$ cat src/rtl/ysyx_25040111_lsu_axi.sv
// Load/store unit bridge to an AXI4 master port: one read FSM (single or burst
// reads with alignment/extension) and one write FSM (single-beat writes).
module ysyx_25040111_lsu_axi #(
    parameter int DATA_W  = 32,
    parameter int ADDR_W  = 32,
    parameter int MAX_LEN = 8,
    parameter int AXI_ID  = 0
) (
    input  logic                  clock,
    input  logic                  reset,

    input  logic                  lsu_rvalid,
    input  logic [ADDR_W-1:0]     lsu_raddr,
    input  logic [1:0]            lsu_rsize,
    input  logic                  lsu_rsign,
    input  logic [7:0]            lsu_rlen,
    output logic                  lsu_rready,
    output logic [DATA_W-1:0]     lsu_rdata,
    output logic                  lsu_rlast,
    output logic                  lsu_rerr,

    input  logic                  lsu_wvalid,
    input  logic [ADDR_W-1:0]     lsu_waddr,
    input  logic [DATA_W-1:0]     lsu_wdata,
    input  logic [1:0]            lsu_wsize,
    output logic                  lsu_wready,
    output logic                  lsu_werr,

    output logic                  io_master_awvalid,
    input  logic                  io_master_awready,
    output logic [ADDR_W-1:0]     io_master_awaddr,
    output logic [3:0]            io_master_awid,
    output logic [7:0]            io_master_awlen,
    output logic [2:0]            io_master_awsize,
    output logic [1:0]            io_master_awburst,
    output logic                  io_master_wvalid,
    input  logic                  io_master_wready,
    output logic [DATA_W-1:0]     io_master_wdata,
    output logic [DATA_W/8-1:0]   io_master_wstrb,
    output logic                  io_master_wlast,
    input  logic                  io_master_bvalid,
    output logic                  io_master_bready,
    input  logic [1:0]            io_master_bresp,
    output logic                  io_master_arvalid,
    input  logic                  io_master_arready,
    output logic [ADDR_W-1:0]     io_master_araddr,
    output logic [3:0]            io_master_arid,
    output logic [7:0]            io_master_arlen,
    output logic [2:0]            io_master_arsize,
    output logic [1:0]            io_master_arburst,
    input  logic                  io_master_rvalid,
    output logic                  io_master_rready,
    input  logic [DATA_W-1:0]     io_master_rdata,
    input  logic [1:0]            io_master_rresp,
    input  logic                  io_master_rlast
);

    localparam int STRB_W = DATA_W / 8;
    localparam int OFF_W  = $clog2(STRB_W);

    typedef enum logic [1:0] {R_IDLE, R_ADDR, R_DATA} r_state_e;
    typedef enum logic [1:0] {W_IDLE, W_SEND, W_RESP} w_state_e;

    r_state_e              r_state_q, r_state_d;
    logic [ADDR_W-1:0]     r_addr_q, r_addr_d;
    logic [1:0]            r_size_q, r_size_d;
    logic                  r_sign_q, r_sign_d;
    logic [7:0]            r_len_q, r_len_d;
    logic [7:0]            r_cnt_q, r_cnt_d;
    logic                  r_err_q, r_err_d;
    logic                  r_fault_q, r_fault_d;

    w_state_e              w_state_q, w_state_d;
    logic [ADDR_W-1:0]     w_addr_q, w_addr_d;
    logic [DATA_W-1:0]     w_data_q, w_data_d;
    logic [1:0]            w_size_q, w_size_d;
    logic                  aw_done_q, aw_done_d;
    logic                  w_done_q, w_done_d;
    logic                  w_fault_q, w_fault_d;

    logic r_idle, w_idle, r_accept, w_accept, r_bad, w_bad;
    logic r_beat, r_final, beat_err;
    logic aw_hs, w_hs;
    logic unused_bits;

    function automatic logic misaligned(input logic [2:0] lo, input logic [1:0] sz);
        case (sz)
            2'd0:    return 1'b0;
            2'd1:    return lo[0];
            2'd2:    return |lo[1:0];
            default: return |lo;
        endcase
    endfunction

    // A pending fault pulse keeps the FSM non-idle so the still-held request is not re-accepted.
    assign r_idle   = (r_state_q == R_IDLE) && !r_fault_q;
    assign w_idle   = (w_state_q == W_IDLE) && !w_fault_q;
    assign w_accept = lsu_wvalid && r_idle && w_idle;
    assign r_accept = lsu_rvalid && !lsu_wvalid && r_idle && w_idle;

    assign r_bad = misaligned(lsu_raddr[2:0], lsu_rsize)
                || ((lsu_rsize == 2'd3) && (DATA_W == 32))
                || (32'(lsu_rlen) > 32'(MAX_LEN - 1))
                || ((lsu_rlen != 8'd0) && (lsu_rsize < 2'(OFF_W)));
    assign w_bad = misaligned(lsu_waddr[2:0], lsu_wsize)
                || ((lsu_wsize == 2'd3) && (DATA_W == 32));

    assign r_beat   = (r_state_q == R_DATA) && io_master_rvalid;
    assign r_final  = (r_cnt_q == r_len_q);
    assign beat_err = io_master_rresp[1] || (io_master_rlast != r_final);

    always_comb begin
        r_state_d = r_state_q;
        r_addr_d  = r_addr_q;
        r_size_d  = r_size_q;
        r_sign_d  = r_sign_q;
        r_len_d   = r_len_q;
        r_cnt_d   = r_cnt_q;
        r_err_d   = r_err_q;
        r_fault_d = 1'b0;
        case (r_state_q)
            R_IDLE: begin
                if (r_accept) begin
                    r_addr_d = lsu_raddr;
                    r_size_d = lsu_rsize;
                    r_sign_d = lsu_rsign;
                    r_len_d  = lsu_rlen;
                    r_cnt_d  = 8'd0;
                    r_err_d  = 1'b0;
                    if (r_bad) r_fault_d = 1'b1;
                    else       r_state_d = R_ADDR;
                end
            end
            R_ADDR: begin
                if (io_master_arready) r_state_d = R_DATA;
            end
            R_DATA: begin
                if (r_beat) begin
                    r_cnt_d = r_cnt_q + 8'd1;
                    r_err_d = r_err_q | beat_err;
                    if (r_final) r_state_d = R_IDLE;
                end
            end
            default: r_state_d = R_IDLE;
        endcase
    end

    always_ff @(posedge clock or negedge reset) begin
        if (!reset) begin
            r_state_q <= R_IDLE;
            r_addr_q  <= '0;
            r_size_q  <= 2'd0;
            r_sign_q  <= 1'b0;
            r_len_q   <= 8'd0;
            r_cnt_q   <= 8'd0;
            r_err_q   <= 1'b0;
            r_fault_q <= 1'b0;
        end else begin
            r_state_q <= r_state_d;
            r_addr_q  <= r_addr_d;
            r_size_q  <= r_size_d;
            r_sign_q  <= r_sign_d;
            r_len_q   <= r_len_d;
            r_cnt_q   <= r_cnt_d;
            r_err_q   <= r_err_d;
            r_fault_q <= r_fault_d;
        end
    end

    // Only single-beat reads are lane-shifted; legal bursts are always full width.
    logic [DATA_W-1:0] r_shifted, r_mask;
    logic              r_sbit;
    always_comb begin
        r_shifted = (r_len_q == 8'd0) ? (io_master_rdata >> {r_addr_q[OFF_W-1:0], 3'b000})
                                      : io_master_rdata;
        r_mask = '1;
        r_sbit = r_shifted[DATA_W-1];
        case (r_size_q)
            2'd0: begin r_mask = DATA_W'(8'hFF);         r_sbit = r_shifted[7];  end
            2'd1: begin r_mask = DATA_W'(16'hFFFF);      r_sbit = r_shifted[15]; end
            2'd2: begin r_mask = DATA_W'(32'hFFFF_FFFF); r_sbit = r_shifted[31]; end
            default: ;
        endcase
        lsu_rdata = (r_sign_q && r_sbit) ? (r_shifted | ~r_mask) : (r_shifted & r_mask);
    end

    assign lsu_rready = r_beat || r_fault_q;
    assign lsu_rlast  = (r_beat && r_final) || r_fault_q;
    assign lsu_rerr   = (r_beat && r_final && (r_err_q || beat_err)) || r_fault_q;

    assign io_master_arvalid = (r_state_q == R_ADDR);
    assign io_master_araddr  = r_addr_q;
    assign io_master_arid    = 4'(AXI_ID);
    assign io_master_arlen   = r_len_q;
    assign io_master_arsize  = {1'b0, r_size_q};
    assign io_master_arburst = (r_len_q != 8'd0) ? 2'b01 : 2'b00;
    assign io_master_rready  = (r_state_q == R_DATA);

    assign aw_hs = io_master_awvalid && io_master_awready;
    assign w_hs  = io_master_wvalid && io_master_wready;

    always_comb begin
        w_state_d = w_state_q;
        w_addr_d  = w_addr_q;
        w_data_d  = w_data_q;
        w_size_d  = w_size_q;
        aw_done_d = aw_done_q;
        w_done_d  = w_done_q;
        w_fault_d = 1'b0;
        case (w_state_q)
            W_IDLE: begin
                if (w_accept) begin
                    w_addr_d  = lsu_waddr;
                    w_data_d  = lsu_wdata;
                    w_size_d  = lsu_wsize;
                    aw_done_d = 1'b0;
                    w_done_d  = 1'b0;
                    if (w_bad) w_fault_d = 1'b1;
                    else       w_state_d = W_SEND;
                end
            end
            W_SEND: begin
                aw_done_d = aw_done_q | aw_hs;
                w_done_d  = w_done_q | w_hs;
                if (aw_done_d && w_done_d) w_state_d = W_RESP;
            end
            W_RESP: begin
                if (io_master_bvalid) w_state_d = W_IDLE;
            end
            default: w_state_d = W_IDLE;
        endcase
    end

    always_ff @(posedge clock or negedge reset) begin
        if (!reset) begin
            w_state_q <= W_IDLE;
            w_addr_q  <= '0;
            w_data_q  <= '0;
            w_size_q  <= 2'd0;
            aw_done_q <= 1'b0;
            w_done_q  <= 1'b0;
            w_fault_q <= 1'b0;
        end else begin
            w_state_q <= w_state_d;
            w_addr_q  <= w_addr_d;
            w_data_q  <= w_data_d;
            w_size_q  <= w_size_d;
            aw_done_q <= aw_done_d;
            w_done_q  <= w_done_d;
            w_fault_q <= w_fault_d;
        end
    end

    logic [STRB_W-1:0] strb_base;
    always_comb begin
        case (w_size_q)
            2'd0:    strb_base = STRB_W'(8'h01);
            2'd1:    strb_base = STRB_W'(8'h03);
            2'd2:    strb_base = STRB_W'(8'h0F);
            default: strb_base = STRB_W'(8'hFF);
        endcase
    end

    assign io_master_awvalid = (w_state_q == W_SEND) && !aw_done_q;
    assign io_master_awaddr  = w_addr_q;
    assign io_master_awid    = 4'(AXI_ID);
    assign io_master_awlen   = 8'd0;
    assign io_master_awsize  = {1'b0, w_size_q};
    assign io_master_awburst = 2'b01;
    assign io_master_wvalid  = (w_state_q == W_SEND) && !w_done_q;
    assign io_master_wdata   = w_data_q << {w_addr_q[OFF_W-1:0], 3'b000};
    assign io_master_wstrb   = strb_base << w_addr_q[OFF_W-1:0];
    assign io_master_wlast   = io_master_wvalid;
    assign io_master_bready  = (w_state_q == W_RESP);

    assign lsu_wready = ((w_state_q == W_RESP) && io_master_bvalid) || w_fault_q;
    assign lsu_werr   = ((w_state_q == W_RESP) && io_master_bvalid && io_master_bresp[1]) || w_fault_q;

    assign unused_bits = ^{io_master_bresp[0], io_master_rresp[0]};

endmodule
$ cat config.mk
export PLATFORM = sky130hd
export DESIGN_NAME = ysyx_25040111_lsu_axi
export DESIGN_NICKNAME = d
export VERILOG_FILES = /design/src/rtl/ysyx_25040111_lsu_axi.sv
export SDC_FILE = /design/constraint.sdc
export NUM_CORES = 1
export LEC_CHECK = 0
export ABC_CLOCK_PERIOD_IN_PS = 6350
export BUFFER_PORTS_ARGS = -buffer_cell sky130_fd_sc_hd__buf_2
export CAP_MARGIN = 20
export CORE_AREA = 2 2 130 132
export DETAILED_ROUTE_END_ITERATION = 8
export DIE_AREA = 0 0 132 134
export GPL_ROUTABILITY_DRIVEN = 0
export MAX_ROUTING_LAYER = met4
export PLACE_DENSITY = 0.78
export REMOVE_ABC_BUFFERS = 1
export SETUP_SLACK_MARGIN = 0.05
export SYNTH_ARGS = -nofsm -noshare
export SYNTH_HDL_FRONTEND = slang
export SYNTH_SLANG_ARGS = --single-unit
$ cat constraint.sdc
create_clock -name clock -period 6.35 [get_ports clock]
set_input_delay 1.27 -clock clock [delete_from_list [all_inputs] [get_ports clock]]
set_output_delay 1.27 -clock clock [all_outputs]
set_load 0.02 [all_outputs]
---- Word-level counts from Yosys, hierarchy flattened ----
Index checks and enable logic that the tools add are counted.
storage, ports and cells
  register bits after elaboration ......... 126
  word-level logic and storage cells ...... 140
  input bits .............................. 155
  output and inout port bits .............. 177
operators by class
  equal/unequal tests ..................... 23
  reduce and logical (&&, ||, !) cells .... 56
  shift-type cells ........................ 3
  mux-type cells .......................... 34
  bitwise logic cells ..................... 6
  magnitude comparators ................... 2
  $add $sub $neg .......................... 1
operator list
  cell                                                                  count
  32-bit two-way mux                                                    2
  32-bit case mux with 2 select lines                                   1
  32-bit bitwise AND                                                    1
  32-bit NOT                                                            1
  32-bit bitwise OR                                                     1
  32-bit by 5-bit << shifter with 32-bit output                         1
  32-bit by 5-bit >> shifter with 32-bit output                         1
  1-bit logical AND                                                     19
  2-bit two-way mux                                                     9
  8-bit two-way mux                                                     2
  8-bit case mux with 2 select lines                                    1
  8-bit nonzero test                                                    2
  2-bit by 1-bit == test with 1-bit output, second input constant       6
  2-bit == test, second input constant                                  6
  2-bit logical NOT                                                     6
  2-bit != test, second input constant                                  6
  2-bit case mux with 3 select lines                                    2
  1-bit logical OR                                                      11
  1-bit two-way mux                                                     10
  8-bit by 1-bit adder with 8-bit output, second input constant         1
  8-bit == test                                                         1
  8-bit by 3-bit > comparator with 1-bit output, second input constant  1
  8-bit logical NOT                                                     1
  1-bit case mux with 2 select lines                                    4
  other kinds (15)                                                      29

---- Logic depth before layout (Yosys ltp) ----
Gate-level depths: netlist (run 1).
  word-level depth ........................ 8
  gate-level depth with buffers ........... 8
  depth with buffers taken out ............ 6

---- Least setup slack after synthesis (run 1) ----
No wires, ideal clock.
  path type ............................... input port to output port
  from .................................... input port io_master_rdata[31]
  to ...................................... output port lsu_rdata[23]
  data required time ...................... 5.080 ns
  path slack .............................. 2.557 ns
  buffers on the path ..................... 0
  arrival ................................. 2.523 ns
  cell stages on the path ................. 5
  path through ............................ mux2i_1 -> mux2_2 -> o2bb2ai_1 -> a21oi_1 -> o22ai_1
between the ends
  word-level cells in the longest chain between the ends .. 5
  elaborated cells on any way between the ends .. 7
  those cells by class .................... 1 x shift; 3 x mux; 2 x bitwise; 1 x reduce/logical
ends and longest elaborated chain
  item                                           line  RTL
  start, declared                                53    input logic [DATA_W-1:0] io_master_rdata,
  32-bit by 5-bit >> shifter with 32-bit output  174   r_shifted = (r_len_q == 8'd0) ? (io_master_rdata >> {r_addr_q[OFF_W-1:0], 3'b000})
  32-bit two-way mux (*)                         174
  1-bit case mux with 2 select lines             178   case (r_size_q)
  1-bit logical AND                              184   lsu_rdata = (r_sign_q && r_sbit) ? (r_shifted | ~r_mask) : (r_shifted & r_mask);
  32-bit two-way mux (*)                         184
  end, declared                                  18    output logic [DATA_W-1:0] lsu_rdata,
Mark *: on every way between the ends. The rest lies on a longest branch, timed or not.

---- Final worst setup path (run 1) ----
  from .................................... register r_addr_q[1] (netlist: io_master_araddr[1])
  to ...................................... output port lsu_rdata[18]
between the ends
  word-level cells in the longest chain between the ends .. 5
  elaborated cells on any way between the ends .. 7
  those cells by class .................... 1 x shift; 3 x mux; 2 x bitwise; 1 x reduce/logical
ends and longest elaborated chain
  item                                               line  RTL
  start, declared                                    65    logic [ADDR_W-1:0] r_addr_q, r_addr_d;
  start signal, assigned                             160   r_addr_q <= r_addr_d;
  32-bit by 5-bit >> shifter with 32-bit output (*)  174
  32-bit two-way mux (*)                             174
  1-bit case mux with 2 select lines                 178
  1-bit logical AND                                  184
  32-bit two-way mux (*)                             184
Marks and branches as above.

==> results by group, run 1 <==
Outcome
  • Outcome: complete, no violations

Clocking
  • Number of resized instances in the post-cts repair step: 0
  • Num CTS Buffers: 17
  • Post-CTS Repair Setup Buffers: 0
  • Post-CTS Hold Buffers: 0
  • CTS clk-pin slew, worst paths: about 60 ps
  • Depth of the CTS H-tree: 4
  • Clock tree from TritonCTS: done
  • Clock root cell: sky130_fd_sc_hd__clkbuf_16
  • Number of buffers between clock root and the deepest sink: 2
  • Number of clock sinks seen by CTS: about 130
  • Worst-Skew Late Latency: 410 ps

Timing
  • Worst-margin pin slew: 963.4 ps
  • Setup repair after global routing missed its margin: no
  • Final cycle utilization of the critical path: 64.01%
  • Pins Over Slew Limit: 0
  • Final-report hold violation count: 0
  • Final setup violating endpoints: 0
  • Clk_skew: 11.07 ps
  • Remaining max-slew budget at the tightest pin: 35.77%
  • Crit path time final: approximately 4000 ps
  • Max Clk Rate: 0.2460 GHz
  • Fin Setup TNS: 0 ps

GRT
  • Largest net degree at the start of global routing: between 80 and 90
  • Vias in the first global route: between 6k and 7k
  • Antenna violations before repair: 1
  • Global-route wire length before repair: 30750 µm
  • Total track usage: between 20% and 30%
  • Total gr overflow: 0

Worst setup path
  • Worst EP required: ~5000 ps
  • Delay of the slowest cell on the worst path: 700 ps
  • Critical-path cell with the highest stage delay: sky130_fd_sc_hd__dfrtp_1
  • Largest fanout on the critical path: 29
  • Type of the worst setup path: register to output port
  • Register-to-Register Path Depth: 5
  • Crit path arrival time: between 2000 and 3000 ps
  • Startpoint kind of the worst setup timing path: register
  • CP Cell Sequence: o211ai_4 > mux2i_2 > o21ai_2 > a21o_1 > buf_2
  • CP Capture Type: output port

Die
  • Die W: about 130 µm
  • Die Footprint: approximately 18000 µm²
  • Number of core rows: 47
  • Initial standard-cell utilization of the core: approximately two fifths
  • Die height: about 130 µm
  • Number of top-level pins: between 300 and 400
  • Placeable core region: approximately 16000 µm²

Routing
  • Remaining DRCs: 0
  • Vias per inst: roughly 5
  • Total vias in the final route: between 6k and 7k
  • WL/cell: ~14 µm
  • Violation count after the first detailed-routing iteration: 402
  • Router iterations before antenna repair: 5
  • DRT antenna net count: 0
  • Routed Wire Length: slightly below 20000 µm

Layout
  • Leading cell type in the layout, fill and taps excluded: sky130_fd_sc_hd__nand2_1
  • Final std cells w/o fill: between 1k and 1.5k
  • End-of-flow core utilization: a little over half
  • Commonest non-fill, non-tap cells in the layout: sky130_fd_sc_hd__nand2_1 (348), sky130_fd_sc_hd__buf_2 (307), sky130_fd_sc_hd__dfrtp_1 (126)
  • Proportion of layout cells with a drive suffix above 1: 32.32%
  • Synthesis-to-layout area growth: 32.39%
  • Nets: 1263

Placement
  • Number of instances in the placed design: about 1.3k
  • Number of I/O port buffers: roughly 310
  • Detailed placement HPWL: ~14000 µm

Synth
  • Share of synthesized area occupied by flip-flops and latches: approximately 47%
  • Number of flops mapped to enable cells by yosys: 0
  • Number of distinct library cells after synthesis: 49
  • Total of warnings raised by yosys: 0
  • Synthesized area: roughly 6700 µm²
  • Most used flip-flop cell after synthesis: sky130_fd_sc_hd__dfrtp_1
  • Instance count of the mapped netlist: approximately 800
  • Number of register bits inferred by synthesis: roughly 130
  • Synth Area per Inst: just over 8 µm²
  • Post-synthesis async set-or-reset flop share: 100.0%

Pwr
  • Leakage power total: between 5 and 6 nW
  • Worst ir drop on vdd: around 0.00026 V
  • Power density normalized to cell area: approximately 550 nW/µm²

Flow run
  • Max_cap viols: 0

Worst hold path
  • Type of the tightest min-delay check: register to register
  • Cell depth of the worst hold path: 2
[layout make-up]
type,instances,area (µm²)
antenna,1,2.502
tap,220,275.3
inverter,5,18.77
multi-input combinational,641,3252
clock inverter,15,173.9
clock buffer,17,425.4
sequential,126,3153
fill,1553,7365
timing repair buffer,316,1624
[path summary, 6_finish.rpt]
path / start / end / slack [ps]
min reg2reg: io_master_araddr[4] / io_master_araddr[4] / 470
min: io_master_araddr[4] / io_master_araddr[4] / 470
max in group asynchronous: reset / io_master_araddr[14] / 4470
max: io_master_araddr[1] / lsu_rdata[18] / 2290
max reg2reg: w_state_q[1] / io_master_awaddr[0] / 4020
min in group asynchronous: reset / w_data_q[7] / 700
[sequential cells by signal, summed over array words and instances (netlist names)]
signal            flops
io_master_araddr     32
io_master_awaddr     32
w_data_q             32
io_master_arlen       8
r_cnt_q               8
r_size_q              2
r_state_q             2
w_size_q              2
w_state_q             2
aw_done_q             1
r_err_q               1
r_fault_q             1
r_sign_q              1
w_done_q              1
w_fault_q             1
[where the power goes]
group | internal, W | total, W | switching [W]
logic | 0.000854 | 0.00249 | 0.00164
clock network | 0.000592 | 0.000984 | 0.000392
registers | 0.00115 | 0.00145 | 0.000296
total | 0.00260 | 0.00492 | 0.00233
[cell usage after synthesis, types with 2 or more instances]
cell type	n	share of area, %
sky130_fd_sc_hd__buf_1	4	0.22
sky130_fd_sc_hd__o21a_1	2	0.22
sky130_fd_sc_hd__buf_2	12	0.89
sky130_fd_sc_hd__buf_6	2	0.33
sky130_fd_sc_hd__nand2_1	349	19
sky130_fd_sc_hd__dfrtp_1	126	47
sky130_fd_sc_hd__a21o_1	16	1.8
sky130_fd_sc_hd__nor3_1	4	0.30
sky130_fd_sc_hd__conb_1	2	0.11
sky130_fd_sc_hd__xnor2_1	13	1.7
sky130_fd_sc_hd__mux2i_1	24	3.6
sky130_fd_sc_hd__and2_1	14	1.3
sky130_fd_sc_hd__a21oi_1	30	2.2
sky130_fd_sc_hd__o31ai_1	9	1.0
sky130_fd_sc_hd__nor2_1	28	1.6
sky130_fd_sc_hd__nor4b_1	2	0.26
sky130_fd_sc_hd__nor3b_1	3	0.33
sky130_fd_sc_hd__clkbuf_1	27	1.5
sky130_fd_sc_hd__nand4_1	3	0.28
sky130_fd_sc_hd__o2bb2ai_1	2	0.26
sky130_fd_sc_hd__mux2_2	2	0.33
sky130_fd_sc_hd__a211oi_1	10	1.1
sky130_fd_sc_hd__nor4_1	2	0.19
sky130_fd_sc_hd__a31oi_1	8	0.74
sky130_fd_sc_hd__o22ai_1	6	0.56
sky130_fd_sc_hd__nor4_4	2	0.63
sky130_fd_sc_hd__nor2b_1	21	1.9
sky130_fd_sc_hd__buf_4	26	2.9
sky130_fd_sc_hd__o21ai_0	26	1.9
sky130_fd_sc_hd__inv_1	4	0.22
sky130_fd_sc_hd__nand2b_1	18	1.7
sky130_fd_sc_hd__nand3_1	4	0.30
sky130_fd_sc_hd__a2bb2oi_1	7	0.91
[worst max-delay path, delay by kind of cell (launching register included)]
family | cells | cell delay (ps)
AOI/OAI and AO/OA | 3 | 1350
buffers and inverters | 1 | 160
muxes | 1 | 170
DFF | 1 | 700
[through the flow]
step                      instance area, µm²  worst slack (ps)  power (W)  hold slack, ps
final                                   8925              2285   0.004924           466.7
after global placement                  8295              2515   0.003894           451.3
after detailed placement                8295              2498   0.003951           456.9
after CTS                               8895              2294   0.004955           472.1
after floorplan                         6419              2530   0.003055           437.9
after global routing                    8925              2056   0.005250           492.5
[metal layers]
layer | wire [µm] | global-route usage, % | part of all wire, %
met5 | 0 | - | 0
met1 | 8421 | 28.68 | 43
met4 | 482 | 8.696 | 2.5
met2 | 9712 | 34.52 | 50
met3 | 811 | 3.968 | 4.2
[kinds of logic after synthesis]
logic type,synth area share (%)
buf+inv,6.125
flops,46.77
compound gates,12.06
xor+xnor,1.689
fa+ha+maj,0.1856
mux,4.102
simple gates,28.95
other cells,0.1114
(Power assumes the default switching activity.)
==> run 2, diff against run 1 <==
ABC_AREA = 1   (was unset)
ABC_CLOCK_PERIOD_IN_PS = 3700   (was 6350)
CORE_AREA = unset   (was 2 2 130 132)
CORE_MARGIN = 2   (was unset)
CORE_UTILIZATION = 42   (was unset)
DIE_AREA = unset   (was 0 0 132 134)
PLACE_DENSITY = 0.82   (was 0.78)
clock period = 3.7 ns   (was 6.35 ns; I/O delays follow)
==> results by group, run 2 <==
Outcome
  • Outcome: complete, no violations

Die
  • Placeable core region: 15830 µm² (-2.8%)
  • Die Footprint: 17230 µm² (-2.6%)
  • Die W: 131.2 µm (-0.57%)
  • Die height: 131.2 µm (-2.1%)
  • Initial standard-cell utilization of the core: 42.96% (+1.6 points)
  • Number of top-level pins: 332 (unchanged)
  • Number of core rows: 46 (-2.1%)

Routing
  • Total vias in the final route: 6846 (+4.8%)
  • WL/cell: 14.51 µm (+0.13%)
  • Vias per inst: 4.954 (+1.7%)
  • Remaining DRCs: 0 (unchanged)
  • Router iterations before antenna repair: 5 (unchanged)
  • Violation count after the first detailed-routing iteration: 343 (-15%)
  • DRT antenna net count: 0 (unchanged)
  • Routed Wire Length: 20050 µm (+3.2%)

Clocking
  • Post-CTS Hold Buffers: 0 (unchanged)
  • Post-CTS Repair Setup Buffers: 0 (unchanged)
  • Num CTS Buffers: 17 (unchanged)
  • Depth of the CTS H-tree: 4 (unchanged)
  • Number of clock sinks seen by CTS: 126 (unchanged)
  • Number of buffers between clock root and the deepest sink: 2 (unchanged)
  • Clock tree from TritonCTS: done
  • Clock root cell: sky130_fd_sc_hd__clkbuf_16
  • CTS clk-pin slew, worst paths: 60 ps (about the same)
  • Worst-Skew Late Latency: 420 ps (about the same)
  • Number of resized instances in the post-cts repair step: 0 (unchanged)

Synth
  • Number of distinct library cells after synthesis: 39 (-20%)
  • Share of synthesized area occupied by flip-flops and latches: 46.37% (-0.40 points)
  • Area contributors post-synth: sky130_fd_sc_hd__dfrtp_1 (46%), sky130_fd_sc_hd__nand2_1 (15%), sky130_fd_sc_hd__o21ai_0 (5.4%)
  • Most used flip-flop cell after synthesis: sky130_fd_sc_hd__dfrtp_1
  • Synth Area in Simple Gates: 23.64% (-5.3 points)
  • Share of the synthesized area in the top cell type: 46.37% (-0.40 points)
  • Adder-cell share of the synthesized area: 0.1840% (-0.0016 points)
  • Synth Area per Inst: 7.954 µm² (-2.8%)
  • Synth Area in Compound Gates: 12.35% (+0.28 points)
  • Combinational family with the most area after synthesis: simple AND/OR/NAND/NOR gates
  • Synthesized area: 6800 µm² (+0.87%)
  • Total of warnings raised by yosys: 0 (unchanged)
  • Post-synthesis async set-or-reset flop share: 100.0% (unchanged)
  • Synth cell count leaders: sky130_fd_sc_hd__nand2_1 (272), sky130_fd_sc_hd__dfrtp_1 (126), sky130_fd_sc_hd__nor2_1 (74), sky130_fd_sc_hd__o21ai_0 (74), sky130_fd_sc_hd__inv_1 (67)
  • Number of register bits inferred by synthesis: 126 (unchanged)
  • Post-synthesis share of cell area spent on xor and xnor gates: 1.159% (-0.53 points)
  • Number of flops mapped to enable cells by yosys: 0 (unchanged)
  • Instance count of the mapped netlist: 855 (+3.8%)
  • Library cell occupying the most area in the post-synthesis netlist: sky130_fd_sc_hd__dfrtp_1
  • Count leader, synth: sky130_fd_sc_hd__nand2_1
  • Portion of netlist area occupied by mux cells: 6.458% (+2.4 points)

Layout
  • Proportion of layout cells with a drive suffix above 1: 34.39% (+2.1 points)
  • Nets: 1306 (+3.4%)
  • Leading cell type in the layout, fill and taps excluded: sky130_fd_sc_hd__buf_2
  • Combined area of the multi-input logic cells: 3057 µm² (-6.0%)
  • Synthesis-to-layout area growth: 32.24%
  • Sequential cell area: 3153 µm² (unchanged)
  • Filler instances: 1425 (-8.2%)
  • Commonest non-fill, non-tap cells in the layout: sky130_fd_sc_hd__buf_2 (307), sky130_fd_sc_hd__nand2_1 (272), sky130_fd_sc_hd__dfrtp_1 (126)

Timing
  • Pins Over Slew Limit: 0 (unchanged)
  • Clk_skew: 8.450 ps (-2.618 ps)
  • Remaining max-slew budget at the tightest pin: 48.61% (+13 points)
  • Final-report hold violation count: 0 (unchanged)
  • Setup repair after global routing missed its margin: no
  • Final setup violating endpoints: 0 (unchanged)
  • Worst-margin pin slew: 769.7 ps (-193.7 ps)
  • Fin Setup TNS: 0 ps (unchanged)
  • Final cycle utilization of the critical path: between 90% and 100%
  • Crit path time final: between 3000 and 4000 ps
  • Worst hold slack: 374.4 ps (-92.28 ps)
  • Max Clk Rate: approximately 0.29 GHz

GRT
  • Global-route wire length before repair: 32610 µm (+6.1%)
  • Global-route layer with the greatest usage: met2
  • Largest net degree at the start of global routing: 97 (+13%)
  • GR met1 Demand/Resource: 27.04% (-1.6 points)
  • Met3 Track Usage GR: 6.327% (+2.4 points)
  • Vias in the first global route: 6762 (+10%)
  • Total gr overflow: 0 (unchanged)
  • Total track usage: 24.07% (+2.0 points)
  • Antenna violations before repair: 3 (+2)
  • GR Layer Usage met2: 40.38% (+5.9 points)

Flow run
  • Max_cap viols: 0 (unchanged)

Worst setup path
  • Flop-to-flop setup slack: 1680 ps (-2340 ps)
  • Register-to-Register Path Depth: 6 (+1)
  • Type of the worst setup path: register to output port
  • Largest fanout on the critical path: 19 (-34%)
  • Capture instance of the worst register-to-register path: io_master_araddr[14]
  • Crit path arrival time: 2680 ps (-110 ps)
  • CP Capture Type: output port
  • Worst flop-to-flop path startpoint: r_state_q[1]
  • Worst EP required: 2960 ps (-2120 ps)
  • Startpoint kind of the worst setup timing path: register

Worst hold path
  • Type of the tightest min-delay check: input port to async pin

Placement
  • Number of I/O port buffers: 308 (unchanged)
  • Detailed placement HPWL: 14750 µm (+5.3%)

Pwr
  • Switching power as a share of total power: 46.32% (-0.91 points)
  • Clk network pwr share: 20.7% (+0.7 points)
  • Net switching power figure: 0.003808 W (+64%)
  • Part of the total power dissipated in sequential elements: 28.9% (-0.5 points)
  • Power density normalized to cell area: 914.0 nW/µm² (+66%)
  • Cell-internal power: 0.004412 W (+70%)
  • Leakage power total: 5.027 nW (+0.19%)
  • Combinational power share: 50.4% (-0.2 points)
  • Worst ir drop on vdd: 0.0006749 V (+160%)
==> run 2: changes by cell type after synthesis, moves of 21 or more <==
cell	change
sky130_fd_sc_hd__mux2_2	+28
sky130_fd_sc_hd__nor2b_1	-21
sky130_fd_sc_hd__nor2_1	+46
sky130_fd_sc_hd__nand2_1	-77
sky130_fd_sc_hd__mux2i_1	-24
sky130_fd_sc_hd__o21ai_0	+48
sky130_fd_sc_hd__inv_1	+63
sky130_fd_sc_hd__o21ai_1	+29
==> run 2: cell families after synthesis <==
| kind of cell | Yosys count |
|---|---|
| and+or+nand+nor | 385 |
| AOI/OAI and AO/OA | 162 |
| buffers and inverters | 131 |
| DFF | 126 |
| muxes | 39 |
| xor gates and xnor gates | 9 |
| other | 2 |
| adders and majority gates | 1 |
==> run 2: worst max-delay path by stage <==
stage,startpoint,endpoint,slack (ps),cells after the start
floorplan,io_master_awaddr[0],io_master_wdata[24],1060,4
global placement,io_master_araddr[1],lsu_rdata[27],760,8
detailed placement,io_master_araddr[1],lsu_rdata[24],760,8
CTS,io_master_araddr[1],lsu_rdata[24],310,8
global route,io_master_araddr[1],lsu_rdata[27],60,8
finish,io_master_araddr[1],lsu_rdata[24],280,8
==> run 2: critical path, cell delays in order (launching register included) <==
cell                       delay [ps]
sky130_fd_sc_hd__dfrtp_1          540
sky130_fd_sc_hd__clkinv_1         530
sky130_fd_sc_hd__nand2_1          290
sky130_fd_sc_hd__nand2_4          120
sky130_fd_sc_hd__inv_2            260
sky130_fd_sc_hd__nor2_1           210
sky130_fd_sc_hd__nand2_1          110
sky130_fd_sc_hd__nand2_1           50
sky130_fd_sc_hd__buf_2            160
==> run 2: routing by layer <==
layer,vias to the layer above,part of all wire (%)
li1,3289,-
met1,3135,38
met2,367,50
met3,55,8.4
met4,0,3.5
met5,-,0
==> run 2: through the flow <==
stage	total power [W]	worst slack, ps	util [%]	cell area [µm²]	std cells
after global placement	0.006422	755.3	52.94	8379	1347
after floorplan	0.005027	1058	-	6484	816
after CTS	0.008257	307.9	56.77	8985	1379
final	0.008219	276.1	56.81	8992	1382
after global routing	0.008775	59.99	56.81	8992	1382
after detailed placement	0.006514	761.4	52.94	8379	1347
==> run 2: final cells by class <==
cell class | count | share of cell area (%)
Clock inverter | 13 | 1.698
Inverter | 73 | 3.047
Multi-Input combinational cell | 617 | 33.99
Clock buffer | 19 | 5.037
Timing Repair Buffer | 315 | 18.07
Sequential cell | 126 | 35.06
Tap cell | 216 | 3.005
Antenna cell | 3 | 0.08348
==> run 2: power by group through the flow <==
stage | sequential [W] | combinational [W] | clock [W]
finish | 0.00237 | 0.00414 | 0.00170
global route | 0.00245 | 0.00452 | 0.00180
CTS | 0.00237 | 0.00415 | 0.00174
detailed placement | 0.00238 | 0.00413 | 0
global placement | 0.00236 | 0.00406 | 0
floorplan | 0.00283 | 0.00220 | 0
==> run 3, diff against run 2 <==
ABC_AREA = unset   (was 1)
==> results by group, run 3 (synthesis gave the netlist of run 1 again) <==
Outcome
  • Outcome: complete, no violations

Pwr
  • Clk network pwr share: 19.4% (-1.3 points)
  • Power density normalized to cell area: 946.5 nW/µm² (+3.5%)
  • Overall power after layout: 0.008479 W (+3.2%)
  • Leakage power total: 5.029 nW (about the same)
  • Cell-internal power: 0.004496 W (+1.9%)
  • Combinational power share: 51.2% (+0.8 points)
  • Worst ir drop on vdd: 0.0004709 V (-30%)
  • Net switching power figure: 0.003983 W (+4.6%)
  • Switching power as a share of total power: 46.98% (+0.65 points)
  • Part of the total power dissipated in sequential elements: 29.4% (+0.5 points)

Clocking
  • Worst-Skew Late Latency: 420 ps (about the same)
  • Number of clock sinks seen by CTS: 126 (unchanged)
  • Clock tree from TritonCTS: done
  • Depth of the CTS H-tree: 4 (unchanged)
  • Number of buffers between clock root and the deepest sink: 2 (unchanged)
  • Post-CTS Repair Setup Buffers: 0 (unchanged)
  • CTS clk-pin slew, worst paths: 60 ps (about the same)
  • Number of resized instances in the post-cts repair step: 0 (unchanged)
  • Clock root cell: sky130_fd_sc_hd__clkbuf_16
  • Post-CTS Hold Buffers: 0 (unchanged)
  • Num CTS Buffers: 17 (unchanged)

Placement
  • Detailed placement HPWL: 14500 µm (-1.7%)
  • Number of I/O port buffers: 308 (unchanged)
  • Number of instances in the placed design: 1308 (-2.9%)

Die
  • Initial standard-cell utilization of the core: 42.75% (-0.22 points)
  • Die W: 130.7 µm (-0.42%)
  • Placeable core region: 15770 µm² (-0.36%)
  • Number of top-level pins: 332 (unchanged)
  • Die Footprint: 17080 µm² (-0.84%)
  • Die height: 130.7 µm (-0.42%)
  • Number of core rows: 46 (unchanged)

Worst setup path
  • Largest fanout on the critical path: 24 (+5)
  • Buffers and inverters on the worst path: 2 (-1)
  • Critical-path cell with the highest stage delay: sky130_fd_sc_hd__dfrtp_1
  • CP Cell Sequence: nor4_4 > and2_1 > inv_2 > o2bb2ai_1 > a21oi_1 > o22ai_1 > buf_2
  • Worst flop-to-flop path startpoint: w_state_q[1]
  • Type of the worst setup path: register to output port
  • Delay of the slowest cell on the worst path: 450 ps (-90 ps)
  • Worst EP required: 2960 ps (about the same)
  • Register-to-Register Path Depth: 6 (unchanged)
  • CP Capture Type: output port
  • Startpoint kind of the worst setup timing path: register
  • Capture instance of the worst register-to-register path: io_master_araddr[3]
  • Family with the most delay on the worst path: simple AND/OR/NAND/NOR gates
  • Crit path arrival time: 2760 ps (+80 ps)
  • Flop-to-flop setup slack: 1440 ps (-240 ps)

Routing
  • DRT antenna net count: 0 (unchanged)
  • Routed Wire Length: 19830 µm (-1.1%)
  • Total vias in the final route: 6614 (-3.4%)
  • Violation count after the first detailed-routing iteration: 369 (+7.6%)
  • Met3 wire len: 1036 µm (-39%)
  • Vias per inst: 4.921 (-0.66%)
  • Met1 Wirelength: 8513 µm (+11%)
  • WL/cell: 14.75 µm (+1.7%)
  • Router iterations before antenna repair: 5 (unchanged)
  • Detail Route met2 WL: 9771 µm (-1.7%)
  • Max Used Layer: met4
  • Remaining DRCs: 0 (unchanged)

Timing
  • Final cycle utilization of the critical path: 94.66% (+2.1 points)
  • Fin Setup TNS: 0 ps (unchanged)
  • Max Clk Rate: 0.2855 GHz (-2.2%)
  • Clk_skew: 13.50 ps (+5.053 ps)
  • Remaining max-slew budget at the tightest pin: 48.10% (-0.51 points)
  • Final-report hold violation count: 0 (unchanged)
  • Crit path time final: 3503 ps (+78.65 ps)
  • Final setup violating endpoints: 0 (unchanged)
  • Worst-margin pin slew: 778.5 ps (+8.745 ps)
  • Setup repair after global routing missed its margin: no
  • Pins Over Slew Limit: 0 (unchanged)

Layout
  • Proportion of layout cells with a drive suffix above 1: 32.38% (-2.0 points)
  • Filler instances: 1484 (+4.1%)
  • Final std cells w/o fill: 1344 (-2.7%)
  • Leading cell type in the layout, fill and taps excluded: sky130_fd_sc_hd__nand2_1
  • Commonest non-fill, non-tap cells in the layout: sky130_fd_sc_hd__nand2_1 (348), sky130_fd_sc_hd__buf_2 (307), sky130_fd_sc_hd__dfrtp_1 (126)
  • Nets: 1267 (-3.0%)
  • Synthesis-to-layout area growth: 32.89%

GRT
  • Total track usage: 22.96% (-1.1 points)
  • Total gr overflow: 0 (unchanged)
  • Vias in the first global route: 5955 (-12%)
  • Largest net degree at the start of global routing: 67 (-31%)
  • Antenna violations before repair: 2 (-1)
  • Global-route wire length before repair: 29730 µm (-8.8%)

Worst hold path
  • Type of the tightest min-delay check: input port to async pin

Flow run
  • Max_cap viols: 0 (unchanged)
run 3: per-layer routing:
layer | up-vias | GRT usage (%)
li1 | 3226 | -
met1 | 3081 | 30.26
met2 | 266 | 34.77
met4 | 0 | 10.08
met3 | 41 | 4.275
met5 | - | -
run 3: metrics by stage:
stage	area [µm²]	hold slack, ps	util, %	worst slack (ps)
final	8959	163.4	56.81	197.4
after global routing	8954	152.9	56.78	79.20
after CTS	8949	145.8	56.74	201.7
after detailed placement	8366	456.5	53.05	656.7
after global placement	8366	452.9	53.05	752.0
after floorplan	6419	437.9	-	594.5
run 3: worst max-delay path by stage:
stage                             start  cells past startpoint            end  slack (ps)
CTS                  io_master_arlen[4]                      7  lsu_rdata[23]         200
floorplan           io_master_araddr[0]                      4  lsu_rdata[23]         590
finish               io_master_arlen[4]                      7  lsu_rdata[23]         200
detailed placement   io_master_arlen[4]                      7  lsu_rdata[23]         660
global placement     io_master_arlen[5]                      7  lsu_rdata[23]         750
global route         io_master_arlen[4]                      7  lsu_rdata[23]          80
run 3: power by group through the flow:
stage          registers [W]  logic, W  clock network [W]
4_1_cts              0.00248   0.00436            0.00168
5_1_grt              0.00257   0.00473            0.00174
3_5_place_dp         0.00249   0.00435                  0
2_1_floorplan        0.00300   0.00224                  0
6_report             0.00249   0.00434            0.00165
3_3_place_gp         0.00246   0.00426                  0
run 3: worst reg2reg max path, stage by stage, from the launching register on:
cell	delay, ps
sky130_fd_sc_hd__dfrtp_1	400
sky130_fd_sc_hd__nor3_1	230
sky130_fd_sc_hd__nor4b_2	390
sky130_fd_sc_hd__and2_2	730
sky130_fd_sc_hd__buf_4	320
sky130_fd_sc_hd__nand2_1	70
sky130_fd_sc_hd__nand2_1	60
run 3: cell type report:
cell class | instances | area, µm² | area share [%]
Multi-Input combinational cell | 641 | 3252 | 36.30
Sequential cell | 126 | 3153 | 35.20
Timing Repair Buffer | 320 | 1672 | 18.66
Clock buffer | 20 | 446.7 | 4.986
Tap cell | 216 | 270.3 | 3.017
Clock inverter | 12 | 136.4 | 1.522
Inverter | 5 | 18.77 | 0.2095
Antenna cell | 4 | 10.01 | 0.1117
